[config.mk]
export PLATFORM = sky130hd
export DESIGN_NAME = miriscv_mem_arbiter_flat
export DESIGN_NICKNAME = d
export VERILOG_FILES = /design/src/rtl/miriscv_mem_arbiter_pkg.sv /design/src/rtl/miriscv_mem_arbiter_if.sv /design/src/rtl/miriscv_mem_arbiter_arb2.sv /design/src/rtl/miriscv_mem_arbiter.sv /design/src/flat_wrapper.sv
export SDC_FILE = /design/constraint.sdc
export NUM_CORES = 1
export LEC_CHECK = 0
export BUFFER_PORTS_ARGS = -buffer_cell sky130_fd_sc_hd__buf_2
export CAP_MARGIN = 10
export CORE_AREA = 2 2 95 97
export DETAILED_ROUTE_END_ITERATION = 7
export DIE_AREA = 0 0 97 99
export PLACE_DENSITY = 0.7
export SYNTH_ARGS = -nofsm -noshare
export SYNTH_HDL_FRONTEND = slang
export SYNTH_SLANG_ARGS = --single-unit
[constraint.sdc]
create_clock -name clk_i -period 2.5 [get_ports clk_i]
set_input_delay 0.25 -clock clk_i [delete_from_list [all_inputs] [get_ports clk_i]]
set_output_delay 0.25 -clock clk_i [all_outputs]
set_load 0.01 [all_outputs]
[src/rtl/miriscv_mem_arbiter_pkg.sv]
// Shared types and constants for the fetch/LSU unified-memory arbiter.
package miriscv_mem_arb_pkg;

    // Default datapath width of the core.
    localparam int ARB_XLEN = 32;

    // Arbitration policies.
    localparam int PRIO_FIXED = 0;
    localparam int PRIO_RR    = 1;

    typedef enum logic {
        ARB_IDLE,
        ARB_BUSY
    } arb_state_e;

    // Encoding doubles as the bit index into the request/grant vectors.
    typedef enum logic {
        REQ_FETCH,
        REQ_LSU
    } req_id_e;

    // Converts a one-hot grant vector into the requester id.
    function automatic req_id_e onehot_to_id(input logic [1:0] gnt);
        return gnt[1] ? REQ_LSU : REQ_FETCH;
    endfunction

endpackage

[src/rtl/miriscv_mem_arbiter_if.sv]
// Requester and memory bus signals seen by the arbiter.
// slave: the arbiter's view; master: the environment (fetch, LSU, memory).
interface miriscv_mem_arbiter_if
    import miriscv_mem_arb_pkg::*;
#(
    parameter int XLEN = miriscv_mem_arb_pkg::ARB_XLEN
) ();

    logic                fetch_req_i;
    logic [XLEN-1:0]     fetch_addr_i;
    logic                fetch_rvalid_o;

    logic                lsu_req_i;
    logic                lsu_we_i;
    logic [XLEN/8-1:0]   lsu_be_i;
    logic [XLEN-1:0]     lsu_addr_i;
    logic [XLEN-1:0]     lsu_wdata_i;
    logic                lsu_rvalid_o;

    logic [XLEN-1:0]     rdata_o;

    logic                mem_req_o;
    logic                mem_we_o;
    logic [XLEN/8-1:0]   mem_be_o;
    logic [XLEN-1:0]     mem_addr_o;
    logic [XLEN-1:0]     mem_wdata_o;
    logic                mem_rvalid_i;
    logic [XLEN-1:0]     mem_rdata_i;

    modport slave (
        input  fetch_req_i, fetch_addr_i,
        input  lsu_req_i, lsu_we_i, lsu_be_i, lsu_addr_i, lsu_wdata_i,
        input  mem_rvalid_i, mem_rdata_i,
        output fetch_rvalid_o, lsu_rvalid_o, rdata_o,
        output mem_req_o, mem_we_o, mem_be_o, mem_addr_o, mem_wdata_o
    );

    modport master (
        output fetch_req_i, fetch_addr_i,
        output lsu_req_i, lsu_we_i, lsu_be_i, lsu_addr_i, lsu_wdata_i,
        output mem_rvalid_i, mem_rdata_i,
        input  fetch_rvalid_o, lsu_rvalid_o, rdata_o,
        input  mem_req_o, mem_we_o, mem_be_o, mem_addr_o, mem_wdata_o
    );

endinterface

[src/rtl/miriscv_mem_arbiter_arb2.sv]
// Two-way combinational grant: bit 0 = fetch, bit 1 = LSU, one-hot result.
module miriscv_arb2
    import miriscv_mem_arb_pkg::*;
#(
    parameter int PRIORITY_MODE = PRIO_FIXED
) (
    input  logic [1:0] req,
    input  req_id_e    last_id,
    output logic [1:0] gnt
);

    // A single requester always wins; ties resolve by policy.
    always_comb begin
        gnt = req;
        if (req == 2'b11) begin
            if (PRIORITY_MODE == PRIO_RR) begin
                gnt = (last_id == REQ_LSU) ? 2'b01 : 2'b10;
            end else begin
                gnt = 2'b10;
            end
        end
    end

endmodule

[src/rtl/miriscv_mem_arbiter.sv]
// Shares a single-port memory between instruction fetch and the LSU.
// The winning command is registered, held on the memory bus until the
// response returns, and the response is routed back to its owner unless
// the owner abandoned the request meanwhile.
//
// state    | meaning
// ---------+-------------------------------------------------------------
// ARB_IDLE | no transaction outstanding; arbitrate and capture a command
// ARB_BUSY | command on the memory bus; waiting for mem_rvalid_i
module miriscv_mem_arbiter
    import miriscv_mem_arb_pkg::*;
#(
    parameter int PRIORITY_MODE = PRIO_FIXED,
    parameter int XLEN          = miriscv_mem_arb_pkg::ARB_XLEN
) (
    input  logic                  clk_i,
    input  logic                  arstn_i,
    miriscv_mem_arbiter_if.slave  bus
);

    arb_state_e        state_q, state_d;
    req_id_e           gnt_id_q, gnt_id_d;
    req_id_e           last_id_q, last_id_d;
    logic              aborted_q, aborted_d;
    logic              cmd_we_q, cmd_we_d;
    logic [XLEN/8-1:0] cmd_be_q, cmd_be_d;
    logic [XLEN-1:0]   cmd_addr_q, cmd_addr_d;
    logic [XLEN-1:0]   cmd_wdata_q, cmd_wdata_d;

    logic [1:0]        req;
    logic [1:0]        gnt;
    logic              owner_req;
    logic              mem_req;
    logic              fetch_rvalid;
    logic              lsu_rvalid;

    assign req       = {bus.lsu_req_i, bus.fetch_req_i};
    assign owner_req = (gnt_id_q == REQ_LSU) ? bus.lsu_req_i : bus.fetch_req_i;

    miriscv_arb2 #(
        .PRIORITY_MODE (PRIORITY_MODE)
    ) u_arb2 (
        .req     (req),
        .last_id (last_id_q),
        .gnt     (gnt)
    );

    // State, grant bookkeeping and command registers.
    always_ff @(posedge clk_i) begin
        if (!arstn_i) begin
            state_q     <= ARB_IDLE;
            gnt_id_q    <= REQ_FETCH;
            last_id_q   <= REQ_LSU;
            aborted_q   <= 1'b0;
            cmd_we_q    <= 1'b0;
            cmd_be_q    <= '0;
            cmd_addr_q  <= '0;
            cmd_wdata_q <= '0;
        end else begin
            state_q     <= state_d;
            gnt_id_q    <= gnt_id_d;
            last_id_q   <= last_id_d;
            aborted_q   <= aborted_d;
            cmd_we_q    <= cmd_we_d;
            cmd_be_q    <= cmd_be_d;
            cmd_addr_q  <= cmd_addr_d;
            cmd_wdata_q <= cmd_wdata_d;
        end
    end

    // Next-state, command capture and response routing.
    always_comb begin
        state_d      = state_q;
        gnt_id_d     = gnt_id_q;
        last_id_d    = last_id_q;
        aborted_d    = aborted_q;
        cmd_we_d     = cmd_we_q;
        cmd_be_d     = cmd_be_q;
        cmd_addr_d   = cmd_addr_q;
        cmd_wdata_d  = cmd_wdata_q;
        mem_req      = 1'b0;
        fetch_rvalid = 1'b0;
        lsu_rvalid   = 1'b0;

        unique case (state_q)
            ARB_IDLE: begin
                // A stray mem_rvalid_i here is deliberately ignored.
                if (|req) begin
                    state_d   = ARB_BUSY;
                    gnt_id_d  = onehot_to_id(gnt);
                    aborted_d = 1'b0;
                    if (gnt[1]) begin
                        cmd_we_d    = bus.lsu_we_i;
                        cmd_be_d    = bus.lsu_be_i;
                        cmd_addr_d  = bus.lsu_addr_i;
                        cmd_wdata_d = bus.lsu_wdata_i;
                    end else begin
                        cmd_we_d    = 1'b0;
                        cmd_be_d    = '1;
                        cmd_addr_d  = bus.fetch_addr_i;
                        cmd_wdata_d = '0;
                    end
                end
            end

            ARB_BUSY: begin
                // Drop the request in the response cycle so memory never
                // sees a second command before the grant is re-evaluated.
                mem_req = ~bus.mem_rvalid_i;
                if (bus.mem_rvalid_i) begin
                    if (gnt_id_q == REQ_LSU) begin
                        lsu_rvalid = ~aborted_q & bus.lsu_req_i;
                    end else begin
                        fetch_rvalid = ~aborted_q & bus.fetch_req_i;
                    end
                    last_id_d = gnt_id_q;
                    state_d   = ARB_IDLE;
                end else if (!owner_req) begin
                    // Sticky: a re-asserted request after a kill is a new
                    // request and must win arbitration again. An abandoned
                    // write still lands in memory.
                    aborted_d = 1'b1;
                end
            end

            default: begin
                state_d = ARB_IDLE;
            end
        endcase
    end

    assign bus.mem_req_o      = mem_req;
    assign bus.mem_we_o       = cmd_we_q;
    assign bus.mem_be_o       = cmd_be_q;
    assign bus.mem_addr_o     = cmd_addr_q;
    assign bus.mem_wdata_o    = cmd_wdata_q;
    assign bus.fetch_rvalid_o = fetch_rvalid;
    assign bus.lsu_rvalid_o   = lsu_rvalid;
    assign bus.rdata_o        = bus.mem_rdata_i;

endmodule

[src/flat_wrapper.sv]
// flat-port wrapper written by rule: the top's interface ports become plain ports
module miriscv_mem_arbiter_flat import miriscv_mem_arb_pkg::*;
#(
    parameter int PRIORITY_MODE = PRIO_FIXED,
    parameter int XLEN          = miriscv_mem_arb_pkg::ARB_XLEN
)
  (clk_i, arstn_i, bus_fetch_req_i, bus_fetch_addr_i, bus_lsu_req_i, bus_lsu_we_i, bus_lsu_be_i, bus_lsu_addr_i, bus_lsu_wdata_i, bus_mem_rvalid_i, bus_mem_rdata_i, bus_fetch_rvalid_o, bus_lsu_rvalid_o, bus_rdata_o, bus_mem_req_o, bus_mem_we_o, bus_mem_be_o, bus_mem_addr_o, bus_mem_wdata_o);
  miriscv_mem_arbiter_if #(.XLEN(XLEN)) bus_i ();
  input  logic clk_i;
  input  logic arstn_i;
  input wire logic [$bits(bus_i.fetch_req_i)-1:0] bus_fetch_req_i;
  input wire logic [$bits(bus_i.fetch_addr_i)-1:0] bus_fetch_addr_i;
  input wire logic [$bits(bus_i.lsu_req_i)-1:0] bus_lsu_req_i;
  input wire logic [$bits(bus_i.lsu_we_i)-1:0] bus_lsu_we_i;
  input wire logic [$bits(bus_i.lsu_be_i)-1:0] bus_lsu_be_i;
  input wire logic [$bits(bus_i.lsu_addr_i)-1:0] bus_lsu_addr_i;
  input wire logic [$bits(bus_i.lsu_wdata_i)-1:0] bus_lsu_wdata_i;
  input wire logic [$bits(bus_i.mem_rvalid_i)-1:0] bus_mem_rvalid_i;
  input wire logic [$bits(bus_i.mem_rdata_i)-1:0] bus_mem_rdata_i;
  output wire logic [$bits(bus_i.fetch_rvalid_o)-1:0] bus_fetch_rvalid_o;
  output wire logic [$bits(bus_i.lsu_rvalid_o)-1:0] bus_lsu_rvalid_o;
  output wire logic [$bits(bus_i.rdata_o)-1:0] bus_rdata_o;
  output wire logic [$bits(bus_i.mem_req_o)-1:0] bus_mem_req_o;
  output wire logic [$bits(bus_i.mem_we_o)-1:0] bus_mem_we_o;
  output wire logic [$bits(bus_i.mem_be_o)-1:0] bus_mem_be_o;
  output wire logic [$bits(bus_i.mem_addr_o)-1:0] bus_mem_addr_o;
  output wire logic [$bits(bus_i.mem_wdata_o)-1:0] bus_mem_wdata_o;
  assign bus_i.fetch_req_i = bus_fetch_req_i;
  assign bus_i.fetch_addr_i = bus_fetch_addr_i;
  assign bus_i.lsu_req_i = bus_lsu_req_i;
  assign bus_i.lsu_we_i = bus_lsu_we_i;
  assign bus_i.lsu_be_i = bus_lsu_be_i;
  assign bus_i.lsu_addr_i = bus_lsu_addr_i;
  assign bus_i.lsu_wdata_i = bus_lsu_wdata_i;
  assign bus_i.mem_rvalid_i = bus_mem_rvalid_i;
  assign bus_i.mem_rdata_i = bus_mem_rdata_i;
  assign bus_fetch_rvalid_o = bus_i.fetch_rvalid_o;
  assign bus_lsu_rvalid_o = bus_i.lsu_rvalid_o;
  assign bus_rdata_o = bus_i.rdata_o;
  assign bus_mem_req_o = bus_i.mem_req_o;
  assign bus_mem_we_o = bus_i.mem_we_o;
  assign bus_mem_be_o = bus_i.mem_be_o;
  assign bus_mem_addr_o = bus_i.mem_addr_o;
  assign bus_mem_wdata_o = bus_i.mem_wdata_o;
  miriscv_mem_arbiter #(.PRIORITY_MODE(PRIORITY_MODE), .XLEN(XLEN)) u_core (.clk_i(clk_i), .arstn_i(arstn_i), .bus(bus_i));
endmodule
==> results.yml <==
outcome:
  status: "complete, no violations"
global_routing:
  grt_overflow: 0
  grt_pass1_wl_mm: 11.1
  antenna_found_initial: 0
  grt_util_all_layers_pct: 14.4
  grt_max_degree: 37
  grt_pass1_vias: 2256
yosys:
  syn-cell-area_sq_um: 2860
  synth.avg_cell_area_sq_um: 11.8
  synth_warnings: 0
  synth.distinct_cells: 20
  ys_seq_area_share_pct: 50.5
  syn_nets: 380
  synth-seq-cells: 72
  netlist_instances: 242
critical_path:
  arrival_ps: 1150
  cp_slowest_stage_delay_ps: 370
  crit_chain: "nor2b_1 -> buf_2"
  crit_buf_inv: 1
  rr_startpoint: "u_core.state_q"
  crit_family: "flip-flops"
  setup.worst_path.start_class: "register"
  cp_max_fo: 5
  critPathKind: "reg -> out"
  endpoint_kind: "output port"
  crit_slowest_cell: "dfxtp_1"
  cp-startpoint: "u_core.state_q"
  required_ps: 2250
timing:
  slew_headroom_pct: 65.7
  grt_setup_unrepaired: "no"
  min_period_ps: 1400
  worstMarginPinSlew_ps: 515
  hold_viol: 0
  max_freq_ghz: 0.715
  setup_viol: 0
  tns_ps: 0
  fin_crit_sh_pct: 55.9
  finClkSkew_ps: 6.83
  finalMaxSlewViolations: 0
layout:
  post-route-util_pct: 44.5
  areaGrowthSynthToFinish_pct: 33.2
  num_antenna_cells: 0
  multiInputGateArea_sq_um: 1040
  nets: 523
  drive_gt1_share_pct: 52.8
  fillers: 856
  final-seq-area_sq_um: 1440
floorplan:
  die_width_microns: 97
  io-pin-count: 242
  start_util_pct: 33.4
  design.core.area_sq_um: 8550
  die_area_sq_um: 9600
  die_h_microns: 99
  rows: 34
routing:
  viasPerCell: 4.72
  drt_first_iter_violations: 59
  avgRoutedWirePerCell_microns: 14.3
  first_pass_iters: 4
  postRouteWirelength_mm: 7.13
  vias: 2352
  ant_nets: 0
  drc: 0
min_path:
  hp-class: "in -> reg"
  min_from: "bus_lsu_we_i"
clock_network:
  cts_tree: "yes"
  ctsHtreeMaxLevel: 3
  cts_buffers: 9
  clk_pin_slew_ps: 70
  cts-resized-gates: 0
  clock_latency_ps: 330
  clock_path_buffers: 2
  cts_sinks: 72
  postCtsHoldBufs: 0
  postCtsSetupBuffers: 0
  root_buffer: "clkbuf_8"
place:
  port_buffers: 177
  dp_hpwl_mm: 5.46
  place.gp.congestion: 0.745
pwr:
  vdd_drop_max_uv: 304
  p_leak_nw: 1.94
  p_per_area_nw_per_um2: 736
run:
  drv_cap: 0
path summary, 6_finish.rpt:
kind / endpoint / slack [ps] / cells after the start
setup / recovery: bus_mem_req_o / 1100 / 2
hold / removal: u_core.bus.mem_we_o / 130 / 2
setup reg to reg: u_core.bus.mem_wdata_o[16] / 1210 / 4
hold reg to reg: u_core.bus.mem_addr_o[3] / 460 / 1
final cells by class:
type / instances / area share [%]
Multi-Input combinational cell: 118 / 27.4
Clock buffer: 11 / 3.98
Sequential cell: 72 / 37.9
Timing Repair Buffer: 182 / 24.3
Clock inverter: 5 / 2.70
Tap cell: 108 / 3.55
Inverter: 2 / 0.197
cell usage in the layout, fill, tap and decap left out, types with 2 or more instances in the layout:
| cell type | synthesis | final |
|---|---|---|
| dfxtp_1 | 72 | 72 |
| o2bb2ai_1 | 33 | 33 |
| nor3_1 | 2 | 2 |
| nand2_1 | 5 | 5 |
| clkbuf_8 | 0 | 11 |
| buf_2 | 12 | 177 |
| mux2i_1 | 32 | 32 |
| a22o_1 | 33 | 33 |
| bufinv_16 | 0 | 3 |
| o221a_2 | 4 | 4 |
| nand2b_1 | 2 | 2 |
| buf_4 | 33 | 5 |
through the flow:
stage	std cells	hold WS, ps	area, sq um	total power [mW]	worst slack (ps)
after floorplan	242	375	2860	1.57	1250
after global placement	482	440	3550	1.70	1180
after detailed placement	482	447	3550	1.71	1150
after CTS	498	104	3800	2.85	1070
after global routing	498	105	3800	2.94	1010
final	498	125	3800	2.80	1100
cell usage after synthesis:
cell type,instances,area [sq um]
a21oi_1,1,5.00
buf_2,12,60.1
nor3_1,2,10.0
dfxtp_1,72,1440
nor2_2,1,6.26
o2bb2ai_1,33,289
o21ai_0,1,5.00
nand2_1,5,18.8
inv_2,1,3.75
nor2b_1,1,6.26
inv_1,1,3.75
mux2i_1,32,320
a22o_1,33,289
nand2b_1,2,12.5
o21ba_4,1,16.3
o21a_1,1,7.51
nor2_4,1,11.3
buf_6,5,56.3
buf_4,33,248
o221a_2,4,45.0
per-layer routing:
metal / vias up / share of wire, % / track usage (%)
li1: 1157 / - / -
met1: 1044 / 40 / 16.4
met2: 138 / 47 / 24.0
met3: 13 / 11 / 5.60
met4: 0 / 1.5 / 6.18
met5: - / 0 / 0
registers in the layout (all words and copies together), names as in the netlist:
name	count
u_core.bus.mem_we_o	1
u_core.state_q	1
u_core.bus.mem_be_o	4
u_core.aborted_q	1
u_core.bus.mem_addr_o	32
u_core.gnt_id_q	1
u_core.bus.mem_wdata_o	32
kinds of logic after synthesis:
family | count (synthesis) | synth area share (%)
AOI/OAI and AO/OA | 74 | 23.0
DFF | 72 | 50.5
buffers and inverters | 52 | 13.0
muxes | 32 | 11.2
and+or+nand+nor | 12 | 2.28
where the power goes:
| part | switching, mW | total, mW | leakage (nW) | internal (mW) |
|---|---|---|---|---|
| clock | 0.411 | 1.13 | 0.126 | 0.716 |
| sequential | 0.0434 | 1.28 | 0.593 | 1.23 |
| combinational | 0.199 | 0.396 | 1.22 | 0.197 |
| total | 0.653 | 2.80 | 1.94 | 2.15 |
No activity file was read; power rests on OpenSTA's default activity.
